<file path="src/rtl/id_ex_reg.sv">
// ID/EX pipeline register for the 5-stage MIPS-style core.
// Captures decoded control, ALU op selection, operands, immediate, register
// specifiers and PC+4 from ID and presents them to EX one cycle later.
// stall holds the stage, flush (or an invalid ID slot) inserts a bubble whose
// control fields are zeroed while the data fields still load.
// Optional feature: define ID_EX_BUBBLE_CNT_EN to add a saturating 16-bit
// bubble_cnt output counting every bubble loaded into EX.
module id_ex_reg (
  input  logic        clk,
  input  logic        reset,
  input  logic        stall,
  input  logic        flush,
  input  logic        id_valid,
  input  logic [5:0]  id_ctrl,
  input  logic [1:0]  id_ALUOp,
  input  logic [5:0]  id_funct,
  input  logic [31:0] id_rd1,
  input  logic [31:0] id_rd2,
  input  logic [31:0] id_imm,
  input  logic [4:0]  id_rs,
  input  logic [4:0]  id_rt,
  input  logic [4:0]  id_rd,
  input  logic [31:0] id_pc4,
  output logic        ex_valid,
  output logic [5:0]  ex_ctrl,
  output logic [1:0]  ex_ALUOp,
  output logic [5:0]  ex_funct,
  output logic [31:0] ex_rd1,
  output logic [31:0] ex_rd2,
  output logic [31:0] ex_imm,
  output logic [4:0]  ex_rs,
  output logic [4:0]  ex_rt,
  output logic [4:0]  ex_rd,
`ifdef ID_EX_BUBBLE_CNT_EN
  output logic [15:0] bubble_cnt,
`endif
  output logic [31:0] ex_pc4
);

  // A flush always wins over a stall, so the stage advances whenever either
  // flush is set or the hazard unit is not holding it.
  logic load_en;
  // Bubble: explicit flush, or an empty ID slot arriving on a load edge.
  logic bubble;

  assign load_en = flush | ~stall;
  assign bubble  = flush | (~stall & ~id_valid);

  // Data fields follow ID on every advancing edge, bubble or not; downstream
  // ignores them when ex_valid is low.
  always_ff @(posedge clk or posedge reset) begin
    if (reset) begin
      ex_funct <= 6'd0;
      ex_rd1   <= 32'd0;
      ex_rd2   <= 32'd0;
      ex_imm   <= 32'd0;
      ex_pc4   <= 32'd0;
    end else if (load_en) begin
      ex_funct <= id_funct;
      ex_rd1   <= id_rd1;
      ex_rd2   <= id_rd2;
      ex_imm   <= id_imm;
      ex_pc4   <= id_pc4;
    end
  end

  // Control fields and register specifiers are zeroed on a bubble so that
  // no write-enable or forwarding match can fire from an empty slot.
  always_ff @(posedge clk or posedge reset) begin
    if (reset) begin
      ex_valid <= 1'b0;
      ex_ctrl  <= 6'd0;
      ex_ALUOp <= 2'd0;
      ex_rs    <= 5'd0;
      ex_rt    <= 5'd0;
      ex_rd    <= 5'd0;
    end else if (bubble) begin
      ex_valid <= 1'b0;
      ex_ctrl  <= 6'd0;
      ex_ALUOp <= 2'd0;
      ex_rs    <= 5'd0;
      ex_rt    <= 5'd0;
      ex_rd    <= 5'd0;
    end else if (load_en) begin
      ex_valid <= 1'b1;
      ex_ctrl  <= id_ctrl;
      ex_ALUOp <= id_ALUOp;
      ex_rs    <= id_rs;
      ex_rt    <= id_rt;
      ex_rd    <= id_rd;
    end
  end

`ifdef ID_EX_BUBBLE_CNT_EN
  // Count bubbles entering EX, sticking at all-ones instead of wrapping.
  always_ff @(posedge clk or posedge reset) begin
    if (reset) begin
      bubble_cnt <= 16'd0;
    end else if (bubble && (bubble_cnt != 16'hFFFF)) begin
      bubble_cnt <= bubble_cnt + 16'd1;
    end
  end
`endif

endmodule

</file>
<file path="config.mk">
export PLATFORM = sky130hd
export DESIGN_NAME = id_ex_reg
export DESIGN_NICKNAME = d
export VERILOG_FILES = /design/src/rtl/id_ex_reg.sv
export SDC_FILE = /design/constraint.sdc
export NUM_CORES = 1
export LEC_CHECK = 0
export CORE_ASPECT_RATIO = 1.75
export CORE_MARGIN = 4
export CORE_UTILIZATION = 43
export DETAILED_ROUTE_END_ITERATION = 16
export PLACE_DENSITY = 0.89
export REMOVE_ABC_BUFFERS = 1
export SLEW_MARGIN = 20
export SYNTH_ARGS = -nofsm -noshare
export SYNTH_HDL_FRONTEND = slang
export SYNTH_SLANG_ARGS = --single-unit
</file>
<file path="constraint.sdc">
create_clock -name clk -period 12.8 [get_ports clk]
set_input_delay 2.56 -clock clk [delete_from_list [all_inputs] [get_ports clk]]
set_output_delay 2.56 -clock clk [all_outputs]
set_load 0.005 [all_outputs]
</file>
==> results of run 1 <==
==> cell type report <==
cell class | count | share of cell area (%)
Timing Repair Buffer | 322 | 32.19
Inverter | 2 | 0.1251
Multi-Input combinational cell | 163 | 20.11
Sequential cell | 158 | 39.53
Antenna cell | 1 | 0.02502
Clock inverter | 12 | 1.376
Tap cell | 177 | 2.214
Clock buffer | 19 | 4.429
==> cells in the mapped netlist, drive strengths merged <==
| cell | n |
|---|---|
| a32o | 23 |
| buf | 19 |
| clkbuf | 2 |
| clkinv | 1 |
| dfrtp | 158 |
| inv | 1 |
| mux2 | 134 |
| mux2i | 1 |
| nand2b | 1 |
| nor2 | 2 |
| nor2b | 2 |
==> registers in the layout, summed over array words and instances, names as in the netlist <==
name and cells:
ex_ALUOp 2, ex_ctrl 6, ex_funct 6, ex_imm 32
ex_pc4 32, ex_rd 5, ex_rd1 32, ex_rd2 32
ex_rs 5, ex_rt 5, ex_valid 1
==> power breakdown <==
group | switching [mW] | leakage (nW) | internal [mW]
clock | 0.201 | 0.280 | 0.293
sequential | 0.0228 | 1.89 | 0.538
combinational | 0.0678 | 2.17 | 0.153
total | 0.292 | 4.34 | 0.984
==> metal layers <==
metal  up-vias  share of wire (%)
li1       1889                  -
met1      2080                 37
met2       197                 53
met3        44                5.9
met4         0                4.5
met5         -                  0
==> worst paths after layout <==
check | slack, ns | startpoint | depth (start not counted) | endpoint
worst min-delay path | 0.49 | ex_rs[2]$_DFFE_PP0P_ | 1 | ex_rs[2]$_DFFE_PP0P_
min in group asynchronous | 2.73 | reset | 2 | ex_rt[3]$_DFFE_PP0P_
worst max-delay path | 7.95 | flush | 4 | ex_imm[2]$_DFFE_PP0P_
worst max register to register | 12.01 | ex_rd2[18]$_DFFE_PP0P_ | 1 | ex_rd2[18]$_DFFE_PP0P_
max in group asynchronous | 8.81 | reset | 3 | ex_rd1[28]$_DFFE_PP0P_
worst min register to register | 0.49 | ex_rs[2]$_DFFE_PP0P_ | 1 | ex_rs[2]$_DFFE_PP0P_
==> metrics by stage <==
stage,instance area [µm²],total power [mW],std cells,utilization (%)
2_1_floorplan,5962,0.6489,323,-
3_3_place_gp,9412,0.7833,822,67.67
3_5_place_dp,9412,0.7920,822,67.67
4_1_cts,9992,1.292,853,71.85
5_1_grt,10000,1.326,854,71.91
6_report,10000,1.276,854,71.91
==> cells by family (layout without fill, tap and decap cells) <==
kind of cell	count (synthesis)	after routing	share of synthesized area, %
AOI/OAI and AO/OA	23	23	3.764
buffers and inverters	23	355	2.659
DFF	158	158	64.63
muxes	135	135	28.51
other	0	1	0
and+or+nand+nor	5	5	0.4296
==> flow_summary_export.csv, run 1 <==
group,metric,value,unit
status,outcome,"completed",
timing,period_share,37.93,%
drt,dr.pass1.iters,4,
cells_and_area,multi_input_area,2011,µm²
setup_path,worstSetupPathType,"primary input to flop",
setup_path,cp_slowest_cell,"buf_6",
floorplanning,start_util,43.99,%
synth,yosysSeqAreaShare,64.63,%
clock_tree,path_clk_slew,0.06,ns
timing,period_needed,4.855,ns
setup_path,crit_required,13.08,ns
grt,grt_max_degree,105,
drt,vias_per_cell,4.930,
floorplanning,row_count,57,
timing,totalNegativeSetupSlack,0,ns
clock_tree,cts_resized,0,
grt,overflow,0,
timing,setup_viol_count_final,0,
power,ir_drop,0.08653,mV
synth,synth-seq-cells,158,
timing,slew_violations,0,
synth,synth_top_area_cell,"dfrtp_1",
clock_tree,cts_setup_buffers,0,
drt,drc,0,
timing,max_slew_margin,39.30,%
timing,rsz0062_at_grt,"false",
floorplanning,die_h,165.8,µm
placed_design,pre_cts_ws,7.268,ns
grt,grt_busiest_layer,"met2",
synth,syn_inst,344,
job,maxCapViolCount,0,
placed_design,dp_hpwl,14.22,mm
placed_design,numPortBuffers,319,
clock_tree,cts_inserted_buffers,17,
clock_tree,cts_tree,"built",
drt,vias,4210,
grt,antenna_found_initial,1,
clock_tree,htree_levels,4,
drt,post_drt_wl_per_cell,21.66,µm
floorplanning,core_area,13910,µm²
synth,synth.distinct_cells,14,
timing,fin_hold_ws,0.4916,ns
worst_hold_path,hold_class,"flop to flop",
cells_and_area,layout_commonest_cell,"clkdlybuf4s50_1",
cells_and_area,seq_area,3954,µm²
cells_and_area,fillers,900,
clock_tree,clock_sinks,158,
timing,hold_viol,0,
synth,syn_avg_cell_area,17.78,µm²
drt,first_iter_violations,151,
timing,skew,0,ns
setup_path,arrival,5.14,ns
power,leakage,4.336,nW
synth,syn_area,6117,µm²
floorplanning,io_pins,320,
clock_tree,clock_latency,0.40,ns
timing,tightest_slew,0.9105,ns
setup_path,path_buf_inv,2,
drt,drt-total-wl,18.50,mm
cells_and_area,final_nets,826,
synth,synth.yosys.warnings,0,
floorplanning,die-area,16270,µm²
synth,synth_top_area_share,64.63,%
grt,track_usage,22.55,%
timing,layout_setup_ws,7.945,ns
clock_tree,root_buffer,"clkbuf_16",
floorplanning,fp.dieW,98.16,µm
grt,use_met1,24.88,%
cells_and_area,drive_above_1_share,25.15,%
power,cellPowerDensity,127.6,nW/µm²
clock_tree,clock_path_buffers,2,
cells_and_area,final_cell_mix,"clkdlybuf4s50_1, dfrtp_1, mux2_2",
drt,ant_nets,0,
grt,groute.layer.met2.usage,39.50,%
grt,grt_pass1_vias,4763,
timing,max_freq,206.0,MHz
setup_path,cpLargestDelayFamily,"buffers and inverters",
setup_path,critPathMaxStageDelay,0.76,ns
cells_and_area,area_growth,63.49,%
synth,ys_top_cells_by_area,"dfrtp_1, mux2_4, mux2_2",
setup_path,setup.worst_path.start_class,"primary input",
grt,grt_use_met3,5.464,%
placed_design,place_congestion,0.8901,
setup_path,endpoint_kind,"flop",
setup_path,worstPathMaxFanout,73,
clock_tree,hold_buffers,0,
setup_path,path_cells,"clkdlybuf4s50_1 -> nand2b_4 -> buf_6 -> mux2_2",
grt,grt_pass1_wl,27.96,mm
No activity file was read; power rests on OpenSTA's default activity.
==> run 2, diff against run 1 <==
--- a/config.mk
+++ b/config.mk
@@ -7,9 +7,9 @@
 export LEC_CHECK = 0
 export CORE_ASPECT_RATIO = 1.75
 export CORE_MARGIN = 4
-export CORE_UTILIZATION = 43
+export CORE_UTILIZATION = 40
 export DETAILED_ROUTE_END_ITERATION = 16
-export PLACE_DENSITY = 0.89
+export PLACE_DENSITY = 0.84
 export REMOVE_ABC_BUFFERS = 1
 export SLEW_MARGIN = 20
 export SYNTH_ARGS = -nofsm -noshare
==> constraint.sdc (replaced) <==
create_clock -name clk -period 4.53 [get_ports clk]
set_input_delay 0.906 -clock clk [delete_from_list [all_inputs] [get_ports clk]]
set_output_delay 0.906 -clock clk [all_outputs]
set_load 0.005 [all_outputs]
==> run 2 against run 1 <==
Net effect: flip-flop and latch count is the same; largest power group unchanged; combinational power grew to 2.8 times the previous value; cell area about the same; via count increased by 0.76%; non-clock buffer count grew 1; sequential power grew to 2.8 times the previous value; critical path depth did not move.
==> flow_summary_export.csv, run 2 (synthesis results as in run 1) <==
group,metric,value,unit
drt,drt-total-wl,18.28,mm
cells_and_area,layout_commonest_cell,"clkdlybuf4s50_1",
floorplanning,io_pins,320,
grt,grt_max_degree,135,
drt,ant_nets,0,
timing,rsz0062_at_grt,"false",
drt,vias,4242,
clock_tree,cts_tree,"built",
job,maxCapViolCount,0,
worst_hold_path,hp-start,"ex_rs[1]$_DFFE_PP0P_",
cells_and_area,final_cell_mix,"clkdlybuf4s50_1, dfrtp_1, mux2_2",
timing,period_needed,2.552,ns
timing,layout_setup_ws,1.978,ns
drt,vias_per_cell,4.927,
timing,max_freq,391.8,MHz
placed_design,place_congestion,0.8800,
cells_and_area,drive_above_1_share,25.22,%
setup_path,worstPathMaxFanout,134,
worst_hold_path,hold_end,"ex_rs[1]$_DFFE_PP0P_",
setup_path,reg2reg_depth,1,
power,ir_drop,0.1891,mV
cells_and_area,fin_cells,861,
placed_design,dp_hpwl,13.80,mm
grt,overflow,0,
placed_design,numPortBuffers,319,
clock_tree,path_clk_slew,0.06,ns
grt,track_usage,20.66,%
timing,period_share,56.35,%
worst_hold_path,hold_class,"flop to flop",
setup_path,worstSetupPathType,"primary input to flop",
setup_path,cp_slowest_cell,"clkdlybuf4s50_1",
grt,grt_pass1_wl,27.18,mm
setup_path,r2r-start,"ex_pc4[22]$_DFFE_PP0P_",
timing,skew,0,ns
timing,slew_violations,0,
clock_tree,clock_sinks,158,
drt,dr.pass1.iters,4,
grt,antenna_found_initial,0,
clock_tree,htree_levels,4,
timing,max_slew_margin,39.89,%
drt,post_drt_wl_per_cell,21.23,µm
power,cellPowerDensity,353.8,nW/µm²
timing,hold_viol,0,
cells_and_area,final_nets,827,
setup_path,critPathMaxStageDelay,0.58,ns
cells_and_area,diodes,0,
cells_and_area,area_growth,63.53,%
clock_tree,root_buffer,"clkbuf_16",
placed_design,dp_cells,829,
setup_path,path_buf_inv,2,
status,outcome,"completed",
setup_path,rr_endpoint,"ex_pc4[22]$_DFFE_PP0P_",
timing,tightest_slew,0.9017,ns
setup_path,arrival,2.84,ns
setup_path,cpLargestDelayFamily,"buffers and inverters",
power,p_total,3.539,mW
power,p_clk_share,37.6,%
timing,totalNegativeSetupSlack,0,ns
floorplanning,die_h,171.6,µm
floorplanning,row_count,59,
cells_and_area,fillers,1069,
clock_tree,clock_path_buffers,2,
placed_design,pre_cts_ws,1.640,ns
floorplanning,start_util,41.02,%
power,intPower,2.682,mW
timing,setup_viol_count_final,0,
power,leakage,4.326,nW
drt,first_iter_violations,108,
worst_hold_path,min_path_cells,1,
power,seq_power_share,44.8,%
floorplanning,core_area,14910,µm²
setup_path,setup.worst_path.start_class,"primary input",
clock_tree,clock_latency,0.40,ns
clock_tree,hold_buffers,0,
setup_path,r2r_slack,3.74,ns
drt,drc,0,
clock_tree,cts_resized,0,
timing,fin_hold_ws,0.4973,ns
floorplanning,die-area,17410,µm²
setup_path,endpoint_kind,"flop",
power,p_sw,856.4,µW
clock_tree,cts_setup_buffers,0,
power,switching_share,24.20,%
setup_path,path_cells,"clkdlybuf4s50_1 -> nand2b_4 -> buf_12 -> mux2_2",
grt,grt_pass1_vias,4858,
setup_path,crit_required,4.82,ns
clock_tree,cts_inserted_buffers,17,
floorplanning,fp.dieW,101.5,µm
power,comb_power_share,17.6,%
-- run 2: cell count changes in the layout (fill, tap and decap cells not counted), moves of 2 or more --
cell,before,now
buf_12,0,2
bufinv_16,2,0
clkinv_2,2,0
clkinvlp_4,2,4
-- run 2: worst max-delay path by stage --
stage | start | end | slack (ns) | cells after the start
after floorplan | flush | ex_funct[0]$_DFFE_PP0P_ | -1.17 | 2
after global placement | flush | ex_pc4[27]$_DFFE_PP0P_ | 1.71 | 4
after detailed placement | flush | ex_pc4[31]$_DFFE_PP0P_ | 1.64 | 4
after CTS | flush | ex_pc4[30]$_DFFE_PP0P_ | 2.07 | 4
after global routing | flush | ex_pc4[30]$_DFFE_PP0P_ | 2.01 | 4
final | flush | ex_pc4[0]$_DFFE_PP0P_ | 1.98 | 4
-- run 2: layer usage --
metal / vias to the layer above / share of wire (%) / track usage, %
met4: 0 / 4.4 / 11.28
met2: 192 / 54 / 36.63
li1: 1885 / - / -
met5: - / 0 / 0
met3: 49 / 6.1 / 5.154
met1: 2116 / 35 / 22.09
-- run 2: power groups by stage --
| stage | Sequential (mW) | Clock, mW | Combinational [mW] |
|---|---|---|---|
| floorplan | 1.61 | 0 | 0.224 |
| global placement | 1.60 | 0 | 0.613 |
| detailed placement | 1.61 | 0 | 0.629 |
| CTS | 1.59 | 1.36 | 0.634 |
| global route | 1.60 | 1.41 | 0.662 |
| finish | 1.58 | 1.33 | 0.624 |
-- run 2: metrics by stage --
stage	instance area (µm²)	util (%)
4_1_cts	10000	67.07
3_5_place_dp	9452	63.38
3_3_place_gp	9452	63.38
5_1_grt	10000	67.08
6_report	10000	67.08
2_1_floorplan	5962	-
-- run 2: layout make-up --
class                   count  area, µm²  share of cell area (%)
clock inverters            12      102.6                   1.026
clock buffers              20      446.7                   4.465
multi-input cells         163       2011                   20.10
repair buffers            323       3248                   32.47
inverters                   2      12.51                  0.1251
well taps                 183      229.0                   2.289
flip-flops and latches    158       3954                   39.52
